--- src/rtl/sweep_nco_pkg.sv ---
// Shared types and constants for the sweeping NCO.
// Latency: n/a (package only).
// Backpressure: n/a.
package sweep_nco_pkg;

  typedef enum logic [1:0] {
    ST_IDLE = 2'd0,
    ST_UP   = 2'd1,
    ST_DOWN = 2'd2
  } state_t;

  // wave_sel codes
  localparam logic [1:0] WAVE_SAW = 2'd0;
  localparam logic [1:0] WAVE_TRI = 2'd1;
  localparam logic [1:0] WAVE_SQR = 2'd2;
  localparam logic [1:0] WAVE_DC  = 2'd3;

  // mode codes; code 3 is treated as repeat
  localparam logic [1:0] MODE_ONCE   = 2'd0;
  localparam logic [1:0] MODE_REPEAT = 2'd1;
  localparam logic [1:0] MODE_UPDOWN = 2'd2;
  localparam logic [1:0] MODE_ALT    = 2'd3;

  // Dither LFSR: Fibonacci, taps 16,14,13,11 expressed as a feedback mask
  localparam logic [15:0] LFSR_SEED = 16'hACE1;
  localparam logic [15:0] LFSR_TAPS = 16'hB400;

  // Half-rail code for a sample of the given width
  function automatic logic [63:0] midscale(input int unsigned width);
    return 64'd1 << (width - 1);
  endfunction

endpackage

--- src/rtl/sweep_nco_wave.sv ---
// Phase-to-sample shaper (saw/triangle/square/DC) with optional LFSR dither.
// Latency: combinational sample; dither LFSR advances one step per accepted sample.
// Backpressure: none; optional dither enabled by defining SWEEP_NCO_DITHER_EN.
module sweep_nco_wave
  import sweep_nco_pkg::*;
#(
  parameter int WIDTH = 16
) (
  input  logic             clk,
  input  logic             rst_n,
  input  logic             advance,
  input  logic [WIDTH-1:0] p,
  input  logic [1:0]       wave_sel,
  output logic [WIDTH-1:0] sample
);

  localparam logic [WIDTH-1:0] MID = WIDTH'(midscale(WIDTH));

  logic [WIDTH-1:0] tri_val;
  logic [WIDTH-1:0] shaped;

  // Map the top phase bits onto the selected waveform
  always_comb begin
    tri_val = {p[WIDTH-2:0], 1'b0};
    case (wave_sel)
      WAVE_SAW: shaped = p;
      WAVE_TRI: shaped = p[WIDTH-1] ? ~tri_val : tri_val;
      WAVE_SQR: shaped = {WIDTH{p[WIDTH-1]}};
      default:  shaped = MID;
    endcase
  end

`ifdef SWEEP_NCO_DITHER_EN
  logic [15:0] lfsr;

  // Advance the dither sequence only when a sample is actually produced
  always_ff @(posedge clk) begin
    if (!rst_n) begin
      lfsr <= LFSR_SEED;
    end else if (advance) begin
      lfsr <= {lfsr[14:0], ^(lfsr & LFSR_TAPS)};
    end
  end

  // Add one LSB of dither, saturating so full scale never wraps to zero
  always_comb begin
    if (shaped == {WIDTH{1'b1}}) begin
      sample = shaped;
    end else begin
      sample = shaped + WIDTH'(lfsr[0]);
    end
  end
`else
  logic unused_dither_ports;
  assign unused_dither_ports = ^{clk, rst_n, advance};
  assign sample = shaped;
`endif

endmodule

--- src/rtl/sweep_nco.sv ---
// Linearly swept NCO feeding the delta-sigma DAC; parks at mid-scale when idle.
// Latency: dout registered 1 cycle after each sample_en in UP/DOWN.
// Backpressure: none; sample_en paces output, stop wins over start. Dither: SWEEP_NCO_DITHER_EN.
module sweep_nco
  import sweep_nco_pkg::*;
#(
  parameter int WIDTH     = 16,
  parameter int PHASE_W   = 24,
  parameter int SWEEP_DIV = 32
) (
  input  logic               clk,
  input  logic               rst_n,
  input  logic               sample_en,
  input  logic               start,
  input  logic               stop,
  input  logic [1:0]         wave_sel,
  input  logic [1:0]         mode,
  input  logic [PHASE_W-1:0] f_start,
  input  logic [PHASE_W-1:0] f_stop,
  input  logic [PHASE_W-1:0] f_step,
  output logic [WIDTH-1:0]   dout,
  output logic               dout_valid,
  output logic               busy,
  output logic               done
);

  localparam logic [WIDTH-1:0] MID = WIDTH'(midscale(WIDTH));
  localparam int DIV_W = (SWEEP_DIV > 1) ? $clog2(SWEEP_DIV) : 1;
  localparam logic [DIV_W-1:0] DIV_LAST = DIV_W'(SWEEP_DIV - 1);

  state_t             state;
  logic [PHASE_W-1:0] phase;
  logic [PHASE_W-1:0] freq;
  logic [DIV_W-1:0]   div;

  // Configuration captured at start so mid-sweep input changes are harmless
  logic [PHASE_W-1:0] cfg_start;
  logic [PHASE_W-1:0] cfg_stop;
  logic [PHASE_W-1:0] cfg_step;
  logic [1:0]         cfg_mode;
  logic [1:0]         cfg_wave;

  logic               active;
  logic               advance;
  logic [PHASE_W-1:0] phase_nxt;
  logic [PHASE_W:0]   freq_up;
  logic [PHASE_W:0]   freq_dn;
  logic               up_in_range;
  logic               dn_in_range;
  logic [WIDTH-1:0]   sample;

  // Next phase and candidate frequencies, with one guard bit for carry/borrow
  always_comb begin
    active      = (state != ST_IDLE);
    advance     = active && sample_en && !stop;
    phase_nxt   = phase + freq;
    freq_up     = {1'b0, freq} + {1'b0, cfg_step};
    freq_dn     = {1'b0, freq} - {1'b0, cfg_step};
    up_in_range = (freq_up < {1'b0, cfg_stop});
    dn_in_range = !freq_dn[PHASE_W] && (freq_dn[PHASE_W-1:0] > cfg_start);
  end

  sweep_nco_wave #(
    .WIDTH(WIDTH)
  ) u_wave (
    .clk      (clk),
    .rst_n    (rst_n),
    .advance  (advance),
    .p        (phase_nxt[PHASE_W-1 -: WIDTH]),
    .wave_sel (cfg_wave),
    .sample   (sample)
  );

  // Sweep FSM, phase accumulator, step divider and registered outputs
  always_ff @(posedge clk) begin
    if (!rst_n) begin
      state      <= ST_IDLE;
      phase      <= '0;
      freq       <= '0;
      div        <= '0;
      cfg_start  <= '0;
      cfg_stop   <= '0;
      cfg_step   <= '0;
      cfg_mode   <= MODE_ONCE;
      cfg_wave   <= WAVE_SAW;
      dout       <= MID;
      dout_valid <= 1'b0;
      busy       <= 1'b0;
      done       <= 1'b0;
    end else begin
      dout_valid <= 1'b0;
      done       <= 1'b0;
      if (stop) begin
        state <= ST_IDLE;
        busy  <= 1'b0;
        dout  <= MID;
      end else begin
        case (state)
          ST_IDLE: begin
            dout <= MID;
            if (start) begin
              cfg_start <= f_start;
              cfg_stop  <= f_stop;
              cfg_step  <= f_step;
              cfg_mode  <= mode;
              cfg_wave  <= wave_sel;
              phase     <= '0;
              div       <= '0;
              freq      <= f_start;
              state     <= ST_UP;
              busy      <= 1'b1;
            end
          end
          ST_UP, ST_DOWN: begin
            if (sample_en) begin
              phase      <= phase_nxt;
              dout       <= sample;
              dout_valid <= 1'b1;
              if (div != DIV_LAST) begin
                div <= div + 1'b1;
              end else begin
                div <= '0;
                if (state == ST_UP) begin
                  if (up_in_range) begin
                    freq <= freq_up[PHASE_W-1:0];
                  end else begin
                    freq <= cfg_stop;
                    case (cfg_mode)
                      MODE_ONCE: begin
                        state <= ST_IDLE;
                        busy  <= 1'b0;
                        done  <= 1'b1;
                        dout  <= MID;
                      end
                      MODE_UPDOWN: state <= ST_DOWN;
                      default:     freq  <= cfg_start;
                    endcase
                  end
                end else begin
                  if (dn_in_range) begin
                    freq <= freq_dn[PHASE_W-1:0];
                  end else begin
                    freq  <= cfg_start;
                    state <= ST_UP;
                  end
                end
              end
            end
          end
          default: begin
            state <= ST_IDLE;
            busy  <= 1'b0;
            dout  <= MID;
          end
        endcase
      end
    end
  end

endmodule

--- config.mk ---
export PLATFORM = sky130hd
export DESIGN_NAME = sweep_nco
export DESIGN_NICKNAME = d
export VERILOG_FILES = /design/src/rtl/sweep_nco_pkg.sv /design/src/rtl/sweep_nco_wave.sv /design/src/rtl/sweep_nco.sv
export SDC_FILE = /design/constraint.sdc
export NUM_CORES = 1
export LEC_CHECK = 0
export BUFFER_PORTS_ARGS = -buffer_cell sky130_fd_sc_hd__buf_2
export CORE_ASPECT_RATIO = 2
export CORE_UTILIZATION = 40
export DETAILED_ROUTE_END_ITERATION = 16
export SETUP_SLACK_MARGIN = 0.2
export SLEW_MARGIN = 5
export SYNTH_ARGS = -nofsm -noshare
export SYNTH_HDL_FRONTEND = slang
export SYNTH_HIERARCHICAL = 1
export SYNTH_SLANG_ARGS = --single-unit
--- constraint.sdc ---
create_clock -name clk -period 6.2 [get_ports clk]
set_input_delay 0.31 -clock clk [delete_from_list [all_inputs] [get_ports clk]]
set_output_delay 0.31 -clock clk [all_outputs]
set_load 0.1 [all_outputs]
After elaboration in Yosys (flattened, before gate mapping)
Cells that the tools add are included.
{"block": "totals", "regBits": 150, "latch_bits": 0, "ramBits": 0, "mem_bits_ro": 0, "mem_count": 0}
{"block": "op_classes", "add_sub_neg": 4, "mul": 0, "n_div": 0, "magnitude_cmp": 2, "n_eq_ne": 15, "shift": 0, "muxes": 38, "bitwise": 6, "reduce_logical": 16}
{"op": "$mux W24", "count": 9}
{"op": "$pmux W24 S2", "count": 2}
{"op": "$mux W16", "count": 5}
{"op": "$pmux W16 S3", "count": 1}
{"op": "$add A24 B24 Y25", "count": 1}
{"op": "$lt A25 B24 Y1", "count": 1}
{"op": "$sub A24 B24 Y25", "count": 1}
{"op": "$add A24 B24 Y24", "count": 1}
{"op": "$gt A24 B24 Y1", "count": 1}
{"op": "$not A16 Y16", "count": 1}
{"op": "$mux W5", "count": 3}
{"op": "$mux W2", "count": 6}
{"op": "$reduce_and A6 Y1", "count": 2}
{"op": "$ne A2 B2 Y1 const B", "count": 5}
{"op": "$pmux W5 S2", "count": 1}
{"op": "$mux W1", "count": 8}
{"op": "$pmux W2 S2", "count": 2}
{"op": "$reduce_or A7 Y1", "count": 1}
{"op": "$eq A2 B2 Y1 const B", "count": 3}
{"op": "$logic_not A2 Y1", "count": 3}
{"op": "$ne A3 B3 Y1 const B", "count": 2}
{"op": "$reduce_or A2 Y1", "count": 3}
{"op": "$add A5 B1 Y5 const B", "count": 1}
{"op": "$ne A5 B5 Y1 const B", "count": 1}
{"op": "12 further kinds", "count": 17}

Longest topological paths before layout
Gate-level depths: netlist (run 1).
{"block": "logic_depth", "ltp_word": 8, "depth_mapped": 24}

Cells and area by module
The synthesis (run 1) kept the hierarchy.
{"module": "sweep_nco", "instances": 1, "cells_per_inst": 1451, "area_each_um2": 11094.4, "seq_area_each_um2": 3002.9}
{"module": "sweep_nco_wave", "instances": 1, "cells_per_inst": 43, "area_each_um2": 385.4, "seq_area_each_um2": 0.0}

Least setup slack after synthesis (run 1)
No wires, ideal clock.
{"block": "synth_timing", "path_type": "flip-flop to flip-flop", "from": "register cfg_step[2]", "to": "register freq[18]", "setup_time_ps": 133, "arrival_time_ps": 4672, "slack_ps": 1395, "stages_incl_launch_ff": 22, "period_less_slack_ps": 4805, "cell_sequence": "dfxtp_1 > inv_1 > ha_1 > buf_6 > nor2b_1 > o31a_1 > or4_4 > a31oi_4 > o31ai_1 > a221o_1 > o41ai_1 > a21oi_1 > ha_1 > nand4_1 > nor4_1 > a21oi_1 > nor4b_1 > o21ai_1 > buf_2 > mux2_2 > a222oi_1 > o21ai_0"}
{"block": "synth_via", "elab_chain_cells": 8}
{"item": "start, declared", "line_no": "sweep_nco.sv:39", "source": "logic [PHASE_W-1:0] cfg_step;"}
{"item": "start signal, assigned", "line_no": "sweep_nco.sv:104", "source": "cfg_step <= f_step;"}
{"item": "$sub A24 B24 Y25", "line_no": "sweep_nco.sv:58", "source": "freq_dn = {1'b0, freq} - {1'b0, cfg_step};"}
{"item": "$gt A24 B24 Y1 / $logic_not A1 Y1 (equally long branches)", "line_no": "sweep_nco.sv:60", "source": "dn_in_range = !freq_dn[PHASE_W] && (freq_dn[PHASE_W-1:0] > cfg_start);"}
{"item": "$logic_and A1 B1 Y1", "line_no": "sweep_nco.sv:60"}
{"item": "$mux W24", "line_no": "sweep_nco.sv:140", "source": "if (dn_in_range) begin"}
{"item": "$mux W24 (*)", "line_no": "sweep_nco.sv:123", "source": "if (state == ST_UP) begin"}
{"item": "$mux W24 (*)", "line_no": "sweep_nco.sv:119", "source": "if (div != DIV_LAST) begin"}
{"item": "$mux W24 (*)", "line_no": "sweep_nco.sv:115", "source": "if (sample_en) begin"}
{"item": "$pmux W24 S2 (*)", "line_no": "sweep_nco.sv:98", "source": "case (state)"}
{"item": "end signal, assigned", "line_no": "sweep_nco.sv:109", "source": "freq <= f_start;"}
{"item": "end signal, assigned", "line_no": "sweep_nco.sv:125", "source": "freq <= freq_up[PHASE_W-1:0];"}
{"item": "end signal, assigned", "line_no": "sweep_nco.sv:127", "source": "freq <= cfg_stop;"}
{"item": "end, declared", "line_no": "sweep_nco.sv:33", "source": "logic [PHASE_W-1:0] freq;"}
Mark *: on every way between the ends. The rest lies on a longest branch, timed or not. The select of a mux whose other input is x is not followed.
A chain may end at the register's enable or synchronous reset.

Worst setup path in the final report (run 1)
{"block": "layout_timing", "from": "register cfg_step[2]", "to": "register state[0]"}
{"block": "layout_via", "elab_chain_cells": 5}
{"item": "$sub A24 B24 Y25", "line_no": "sweep_nco.sv:58"}
{"item": "$gt A24 B24 Y1 / $logic_not A1 Y1 (equally long branches)", "line_no": "sweep_nco.sv:60"}
{"item": "$logic_and A1 B1 Y1", "line_no": "sweep_nco.sv:60"}
{"item": "$ne A3 B3 Y1 (no source line)"}
{"item": "$reduce_and A6 Y1 (no source line) (*)"}
{"item": "end signal, assigned", "line_no": "sweep_nco.sv:77", "source": "state <= ST_IDLE;"}
{"item": "end signal, assigned", "line_no": "sweep_nco.sv:94", "source": "state <= ST_IDLE;"}
{"item": "end signal, assigned", "line_no": "sweep_nco.sv:110", "source": "state <= ST_UP;"}
{"item": "end, declared", "line_no": "sweep_nco.sv:31", "source": "state_t state;"}
Mark *: on every way between the ends. The rest lies on a longest branch, timed or not.

==> impl_metrics.json, run 1 <==
{
  "outcome": "finished, final reports clean",
  "final_nets": 1755,
  "use_met2_pct": 48.6,
  "overflow": 0,
  "top_usage_layer": "met2",
  "cts_made_buffers": 17,
  "grt_setup_unrepaired": "false",
  "hold_violations": 0,
  "clock_path_buffers": 2,
  "placedInstanceArea_mm2": 0.0122,
  "slew_violations": 0,
  "path_max_fanout": 15,
  "wire_per_inst_um": 19.5,
  "max_cap_violations": 0,
  "cts_tree": "built",
  "hold_class": "in2reg",
  "met1_usage_pct": 25.8,
  "period_share_pct": 92.4,
  "ios": 100,
  "finalNonFillerCells": 1914,
  "worst-path-buf-inv": 2,
  "synth_nets": 1703,
  "die-area_mm2": 0.0294,
  "dieHeight_um": 242,
  "initialDrtViolationCount": 704,
  "setup_viol": 0,
  "fp.dieW_um": 122,
  "avgSynthCellArea_um2": 7.68,
  "leakage_nw": 5.32,
  "min_delay_path_depth": 3,
  "place_congestion": 0.936,
  "dp.cells": 1882,
  "postCtsSetupBuffers": 0,
  "core_area_mm2": 0.0282,
  "synthesis.area_mm2": 0.0115,
  "grt_max_degree": 70,
  "rr_worst_depth": 20,
  "drive_gt1_share_pct": 11.6,
  "slowest_delay_ns": 0.44,
  "critPathKind": "reg2reg",
  "tightest_slew_ns": 1.23,
  "synth_warnings": 6,
  "p_per_area_mw_per_mm2": 263,
  "ir_drop_v": 0.000199,
  "end_kind": "flip-flop",
  "fin_skew_ns": 0.0101,
  "cts_sinks": 150,
  "worstPathArrival_ns": 6.11,
  "vias_per_cell": 5.73,
  "clk_latency_ns": 0.45,
  "antenna_left": 0,
  "dr.pass1.iters": 5,
  "initial_utilization_pct": 40.7,
  "grt_pass1_vias": 11000,
  "start_kind": "flip-flop",
  "n_antenna_cell": 0,
  "htreeDepth": 4,
  "grt_pass1_wl_mm": 58.4,
  "antenna_found_initial": 0,
  "path_delay_family": "compound AO/OA/AOI/OAI gates",
  "use_met3_pct": 3.77,
  "cts_root_buf": "clkbuf_16",
  "syn_inst": 1493,
  "total_power_w": 0.00337,
  "wl_mm": 37.4,
  "gr-usage-all-layers_pct": 26.1,
  "cp.required_ns": 6.58,
  "holdWs_ns": 0.0892,
  "post-route-drc-count": 0,
  "place_hpwl_mm": 28.4,
  "cp.depth": 20,
  "max_freq_mhz": 175,
  "row_count": 87,
  "path_cells": "inv_1 > ha_1 > nor2b_1 > o31a_1 > or4_4 > a31oi_4 > o31ai_1 > a221o_1 > o41ai_1 > a21oi_1 > ha_1 > nand4_1 > nor4_1 > a21oi_1 > nor4b_2 > o21ai_4 > buf_4 > nor3_1 > o21ai_0 > a21boi_1",
  "vias": 11000,
  "numPortBuffers": 99,
  "cts.clk_slew.worst_paths_ns": 0.07,
  "postLayoutCellArea_mm2": 0.0128,
  "slew_headroom_pct": 17.8,
  "setup_tns_ns": 0,
  "cp_slowest_cell": "or4_4",
  "finalCriticalPeriod_ns": 5.73,
  "area_growth_pct": 11.7
}
[worst paths after layout]
kind / end / from / slack (ns)
worst min-delay path: cfg_step[10] / f_step[10] / 0.09
worst max register to register: state[0] / cfg_step[2] / 0.47
worst min register to register: phase[0] / phase[0] / 0.46
worst max-delay path: state[0] / cfg_step[2] / 0.47
[worst register-to-register path: stages (launching register included)]
cell and delay, ns:
dfxtp_1 0.35, inv_1 0.06, ha_1 0.39, nor2b_1 0.19, o31a_1 0.28, or4_4 0.44
a31oi_4 0.28, o31ai_1 0.19, a221o_1 0.44, o41ai_1 0.27, a21oi_1 0.12, ha_1 0.31
nand4_1 0.15, nor4_1 0.41, a21oi_1 0.16, nor4b_2 0.39, o21ai_4 0.28, buf_4 0.31
nor3_1 0.29, o21ai_0 0.19, a21boi_1 0.15
[where the power goes]
part           leakage, nW  switching (W)  internal, W
clock                0.277       0.000446     0.000623
combinational         3.82       0.000744     0.000503
sequential            1.22      0.0000525      0.00100
total                 5.32        0.00124      0.00213
[sequential cells by signal, indices dropped and copies added, names as in the netlist]
name,cells
busy,1
dout,16
freq,24
dout_valid,1
phase,24
state,2
cfg_start,24
cfg_mode,2
div,5
done,1
cfg_step,24
cfg_wave,2
cfg_stop,24
[layer usage]
metal / routed length [um] / share of wire (%)
met1: 13500 / 36
met2: 19900 / 53
met3: 1300 / 3.5
met4: 2630 / 7.0
met5: 0 / 0
[per-stage QoR]
| step | worst slack [ns] | utilization [%] |
|---|---|---|
| 2_1_floorplan | 1.39 | - |
| 3_3_place_gp | 0.560 | 43.3 |
| 3_5_place_dp | 0.418 | 43.3 |
| 4_1_cts | 0.405 | 45.4 |
| 5_1_grt | 0.175 | 45.5 |
| 6_report | 0.471 | 45.5 |
[repair_timing]
action / 4_1_cts / 5_1_grt
endpoints found under the setup margin: 0 / 21
hold buffers: 0 / 0
resized for setup: 0 / 3
[final cells by class]
| type | count | area (um2) |
|---|---|---|
| clock inverters | 11 | 125 |
| inverters | 109 | 409 |
| flip-flops and latches | 150 | 3000 |
| repair buffers | 119 | 646 |
| well taps | 356 | 445 |
| multi-input cells | 1148 | 7710 |
| fillers | 2913 | 15400 |
| clock buffers | 21 | 470 |
[cells in the final DEF, fill, tap and decap left out, types with 27 or more instances in the layout]
cell / instances
o211ai_1: 39
a21boi_0: 63
inv_1: 108
dfxtp_1: 149
o21ai_0: 67
nor2_1: 108
nand2_1: 221
xnor2_1: 52
nor2b_1: 29
buf_2: 99
xor2_1: 27
a21oi_1: 120
ha_1: 126
Power figures use the tool's default switching activity.
==> run 2: changes to the inputs <==
--- a/config.mk
+++ b/config.mk
@@ -6,8 +6,9 @@
 export NUM_CORES = 1
 export LEC_CHECK = 0
 export BUFFER_PORTS_ARGS = -buffer_cell sky130_fd_sc_hd__buf_2
-export CORE_ASPECT_RATIO = 2
+export CORE_ASPECT_RATIO = 0.5
 export CORE_UTILIZATION = 40
+export CTS_BUF_LIST = sky130_fd_sc_hd__clkbuf_16
 export DETAILED_ROUTE_END_ITERATION = 16
 export SETUP_SLACK_MARGIN = 0.2
 export SLEW_MARGIN = 5
==> run 2 against run 1 <==
Against the previous run:
- final cell count rose by 1.1%
- via count fell by 2.5%
- highest routed layer unchanged
- routed wire length fell by 6.2%
- sequential cell count did not move
==> impl_metrics.json, run 2 (synthesis results as in run 1) <==
{
  "hold_class": "in2reg",
  "die-area_mm2": 0.0294,
  "hold_violations": 0,
  "fin_skew_ns": 0.00939,
  "pre_cts_ws_ns": 0.421,
  "final_cell_mix": "nand2_1 (221), dfxtp_1 (149), ha_1 (126), a21oi_1 (120)",
  "placedInstanceArea_mm2": 0.0122,
  "hold_path_startpoint": "f_step[3]",
  "grt_setup_unrepaired": "false",
  "core_area_mm2": 0.0279,
  "cts_resized": 0,
  "initial_utilization_pct": 41.1,
  "clk_latency_ns": 0.46,
  "worstPathArrival_ns": 5.99,
  "postLayoutCellArea_mm2": 0.0129,
  "row_count": 43,
  "finalNonFillerCells": 1936,
  "switchingPower_w": 0.00127,
  "wl_mm": 35.1,
  "max_freq_mhz": 176,
  "worst_slack_ns": 0.515,
  "wire_per_inst_um": 18.1,
  "cts_made_buffers": 17,
  "outcome": "finished, final reports clean",
  "p_per_area_mw_per_mm2": 266,
  "drive_gt1_share_pct": 11.5,
  "power_frac_comb_pct": 35.5,
  "setup_viol": 0,
  "dr.pass1.iters": 7,
  "leakage_nw": 5.34,
  "dieHeight_um": 122,
  "gr-usage-all-layers_pct": 24.1,
  "cts_hold_buf": 0,
  "cts_sinks": 150,
  "area_growth_pct": 12.1,
  "antenna_left": 0,
  "grt_pass1_wl_mm": 55.4,
  "setup_tns_ns": 0,
  "startpoint": "cfg_step[2]",
  "final_common_cell": "nand2_1",
  "p_seq_share_pct": 30.9,
  "vias_per_cell": 5.52,
  "place_congestion": 0.964,
  "max_cap_violations": 0,
  "cts_tree": "built",
  "r2r_start": "cfg_step[2]",
  "cp_slowest_cell": "or4_4",
  "ff2ff_setup_slack_ns": 0.51,
  "path_delay_family": "compound AO/OA/AOI/OAI gates",
  "critPathKind": "reg2reg",
  "grt_max_degree": 77,
  "numPortBuffers": 99,
  "regArea_mm2": 0.00300,
  "fillCellCount": 2811,
  "n_antenna_cell": 0,
  "worst-path-buf-inv": 2,
  "ir_drop_v": 0.000205,
  "grt_pass1_vias": 10300,
  "tightest_slew_ns": 1.15,
  "postCtsSetupBuffers": 0,
  "antenna_found_initial": 0,
  "path_cells": "inv_1 > ha_1 > nor2b_1 > o31a_1 > or4_4 > a31oi_4 > o31ai_1 > a221o_1 > o41ai_1 > a21oi_1 > ha_1 > nand4_1 > nor4_1 > a21oi_1 > nor4b_1 > o21ai_2 > buf_4 > mux2_2 > a222oi_1 > o21ai_0",
  "end_kind": "flip-flop",
  "slew_headroom_pct": 23.3,
  "ios": 100,
  "period_share_pct": 91.7,
  "finalCriticalPeriod_ns": 5.69,
  "fp.dieW_um": 242,
  "htreeDepth": 4,
  "cts_root_buf": "clkbuf_16",
  "cp.required_ns": 6.50,
  "p_int_w": 0.00215,
  "path_max_fanout": 21,
  "vias": 10700,
  "cts.clk_slew.worst_paths_ns": 0.07,
  "dp.cells": 1904,
  "clock_path_buffers": 2,
  "post-route-drc-count": 0,
  "slowest_delay_ns": 0.45,
  "start_kind": "flip-flop",
  "slew_violations": 0,
  "power.share.clock_pct": 33.6,
  "initialDrtViolationCount": 850,
  "place_hpwl_mm": 26.5,
  "swShare_pct": 37.2,
  "multiInputGateArea_mm2": 0.00771,
  "overflow": 0,
  "final_nets": 1751
}
-- run 2: cell count changes in the layout (fill, tap and decap cells not counted), sizes merged --
cell / change
bufinv: +1
clkinv: +1
buf: -4
clkinvlp: -5
inv: +7
clkbuf: -4
-- run 2: final timing paths --
| check | to | cells past startpoint |
|---|---|---|
| worst max-delay path | freq[10] | 20 |
| worst min-delay path | cfg_step[3] | 3 |
| worst max register to register | freq[10] | 20 |
| worst min register to register | phase[0] | 2 |
-- run 2: worst register-to-register path, cell delays in order (launching register included) --
cell and delay [ns]:
dfxtp_1 0.37, inv_1 0.07, ha_1 0.39, nor2b_1 0.20
o31a_1 0.28, or4_4 0.45, a31oi_4 0.27, o31ai_1 0.17
a221o_1 0.43, o41ai_1 0.28, a21oi_1 0.12, ha_1 0.31
nand4_1 0.18, nor4_1 0.43, a21oi_1 0.12, nor4b_1 0.37
o21ai_2 0.11, buf_4 0.26, mux2_2 0.31, a222oi_1 0.29
o21ai_0 0.14
-- run 2: layer usage --
metal | routed length (um) | track usage, % | part of all wire, % | up-vias
met5 | 0 | 0 | 0 | -
met4 | 721 | 8.52 | 2.1 | 0
met3 | 2620 | 7.01 | 7.5 | 37
met2 | 14700 | 37.1 | 42 | 300
met1 | 17000 | 32.2 | 48 | 5012
li1 | - | - | - | 5341
-- run 2: area by class of cell --
type / instances / share of cell area (%)
clock inverters: 15 / 1.63
inverters: 109 / 3.18
flip-flops and latches: 150 / 23.4
multi-input cells: 1148 / 59.9
clock buffers: 17 / 3.31
well taps: 382 / 3.72
repair buffers: 115 / 4.88
-- run 2: through the flow --
stage	utilization [%]	hold WS (ns)	total power, W
floorplan	-	0.436	0.00195
global placement	43.8	0.449	0.00225
detailed placement	43.8	0.453	0.00227
CTS	46.0	0.0696	0.00342
global route	46.1	0.0883	0.00362
finish	46.1	0.0864	0.00342
-- run 2: power by group through the flow --
stage	registers [W]	clock network, W	logic (W)
detailed placement	0.00108	0	0.00119
global route	0.00106	0.00121	0.00135
floorplan	0.00106	0	0.000890
CTS	0.00106	0.00116	0.00120
finish	0.00106	0.00115	0.00121
global placement	0.00108	0	0.00118
==> run 3: changes to the inputs <==
--- a/config.mk
+++ b/config.mk
@@ -6,10 +6,13 @@
 export NUM_CORES = 1
 export LEC_CHECK = 0
 export BUFFER_PORTS_ARGS = -buffer_cell sky130_fd_sc_hd__buf_2
+export CELL_PAD_IN_SITES_DETAIL_PLACEMENT = 1
+export CELL_PAD_IN_SITES_GLOBAL_PLACEMENT = 1
 export CORE_ASPECT_RATIO = 0.5
 export CORE_UTILIZATION = 40
 export CTS_BUF_LIST = sky130_fd_sc_hd__clkbuf_16
 export DETAILED_ROUTE_END_ITERATION = 16
+export PLACE_DENSITY_LB_ADDON = 0.1
 export SETUP_SLACK_MARGIN = 0.2
 export SLEW_MARGIN = 5
 export SYNTH_ARGS = -nofsm -noshare
==> run 3 against run 2 <==
Against the previous run:
- clock skew increased by 0.0039 ns
- critical path depth increased by 2
- via count is 2.7% higher
- sequential share of layout area barely moved
- cell area hardly changed
- routed wire length is 13% higher
- core utilization hardly changed
- register-to-register slack better by 0.04 ns
- setup slack improved by 0.042 ns
- largest power group unchanged
==> impl_metrics.json, run 3 (synthesis results as in run 1) <==
{
  "outcome": "finished, final reports clean",
  "wire_per_inst_um": 20.5,
  "max_cap_violations": 0,
  "dp.cells": 1908,
  "antenna_left": 0,
  "drive_gt1_share_pct": 11.8,
  "place_hpwl_mm": 30.4,
  "area_growth_pct": 12.2,
  "slew_headroom_pct": 19.8,
  "gr-usage-all-layers_pct": 27.5,
  "hold_class": "in2reg",
  "cp.required_ns": 6.59,
  "cts_made_buffers": 17,
  "cts.clk_slew.worst_paths_ns": 0.07,
  "grt_pass1_vias": 11100,
  "place_congestion": 0.918,
  "worstPathArrival_ns": 6.03,
  "period_share_pct": 91.0,
  "fp.dieW_um": 242,
  "cts_sinks": 150,
  "hold_violations": 0,
  "max_freq_mhz": 177,
  "cts_tree": "built",
  "htreeDepth": 4,
  "end_kind": "flip-flop",
  "final_common_cell": "nand2_1",
  "fillCellCount": 3448,
  "leakage_nw": 5.33,
  "finalNonFillerCells": 1940,
  "clock_path_buffers": 2,
  "grt_max_degree": 77,
  "row_count": 43,
  "antenna_found_initial": 0,
  "die-area_mm2": 0.0294,
  "slew_violations": 0,
  "vias_per_cell": 5.66,
  "core_area_mm2": 0.0279,
  "numPortBuffers": 99,
  "setup_viol": 0,
  "post-route-drc-count": 0,
  "overflow": 0,
  "vias": 11000,
  "tightest_slew_ns": 1.20,
  "initialDrtViolationCount": 672,
  "ios": 100,
  "initial_utilization_pct": 41.1,
  "cts_root_buf": "clkbuf_16",
  "wl_mm": 39.7,
  "dr.pass1.iters": 5,
  "finalCriticalPeriod_ns": 5.64,
  "holdWs_ns": 0.0893,
  "fin_skew_ns": 0.0133,
  "final_nets": 1755,
  "grt_pass1_wl_mm": 62.3,
  "n_antenna_cell": 0,
  "start_kind": "flip-flop",
  "clk_latency_ns": 0.46,
  "final_util_pct": 46.1,
  "grt_setup_unrepaired": "false",
  "setup_tns_ns": 0,
  "critPathKind": "reg2reg",
  "path_max_fanout": 12,
  "dieHeight_um": 122,
  "p_per_area_mw_per_mm2": 265,
  "ir_drop_v": 0.000225,
  "final_cell_mix": "nand2_1 (221), dfxtp_1 (149), ha_1 (126), a21oi_1 (120), nor2_1 (108)"
}
## run 3: cell types whose count changed in the layout (fill, tap and decap cells not counted), moves of 2 or more
cell	change
inv_8	-2
clkinv_1	+3
clkinvlp_4	+2
inv_6	-2
clkinv_2	+3
buf_4	+4
## run 3: path summary, 6_finish.rpt
path	end	slack, ns	cells after the start	start
worst max register to register	state[0]	0.56	22	cfg_step[2]
worst min register to register	cfg_stop[11]	0.47	2	cfg_stop[11]
worst max-delay path	state[0]	0.56	22	cfg_step[2]
worst min-delay path	cfg_mode[0]	0.09	3	mode[0]
## run 3: cell type report
cell class                      count  area (um2)  share of cell area (%)
Multi-Input combinational cell   1148        7740                    60.2
Sequential cell                   150        3000                    23.3
Timing Repair Buffer              119         658                    5.11
Tap cell                          382         478                    3.71
Clock buffer                       17         425                    3.31
Inverter                          109         409                    3.18
Clock inverter                     15         153                    1.19
## run 3: through the flow
step | worst slack, ns | area [um2] | total power, W
after floorplan | 1.39 | 11500 | 0.00195
after global placement | 0.399 | 12200 | 0.00228
after detailed placement | 0.189 | 12200 | 0.00232
after CTS | 0.295 | 12800 | 0.00340
after global routing | 0.197 | 12900 | 0.00360
final | 0.557 | 12900 | 0.00341
## run 3: repair_timing
action / CTS / global route
pin swaps: 0 / 0
endpoints found under the hold margin: 0 / 0
setup endpoints to repair: 9 / 20
buffers inserted: 0 / 0
resized for setup: 1 / 6
hold buffers: 0 / 0
## run 3: power breakdown
group	internal (W)	switching (W)	leakage, nW
clock	0.000593	0.000473	0.280
combinational	0.000513	0.000771	3.82
sequential	0.00100	0.0000555	1.22
## run 3: worst max-delay path: stages, from the launching register on
cell and delay [ns]:
dfxtp_1 0.36, inv_1 0.05, ha_1 0.40, nor2b_1 0.20
o31a_1 0.29, or4_4 0.45, a31oi_4 0.30, o31ai_2 0.15
a221o_1 0.46, o41ai_1 0.27, a21oi_1 0.13, ha_1 0.31
nand4_1 0.19, nor3_1 0.24, a21oi_1 0.11, o211ai_1 0.11
a21oi_1 0.07, nor4b_2 0.30, o21ai_2 0.09, buf_4 0.22
nor3_1 0.50, o21ai_0 0.21, a21boi_1 0.14
## run 3: layer usage
metal / global-route usage (%) / share of wire (%) / vias up
li1: - / - / 5341
met1: 38.6 / 51 / 5403
met2: 44.5 / 44 / 199
met3: 3.86 / 3.4 / 36
met4: 6.13 / 1.3 / 0
met5: 0 / 0 / -
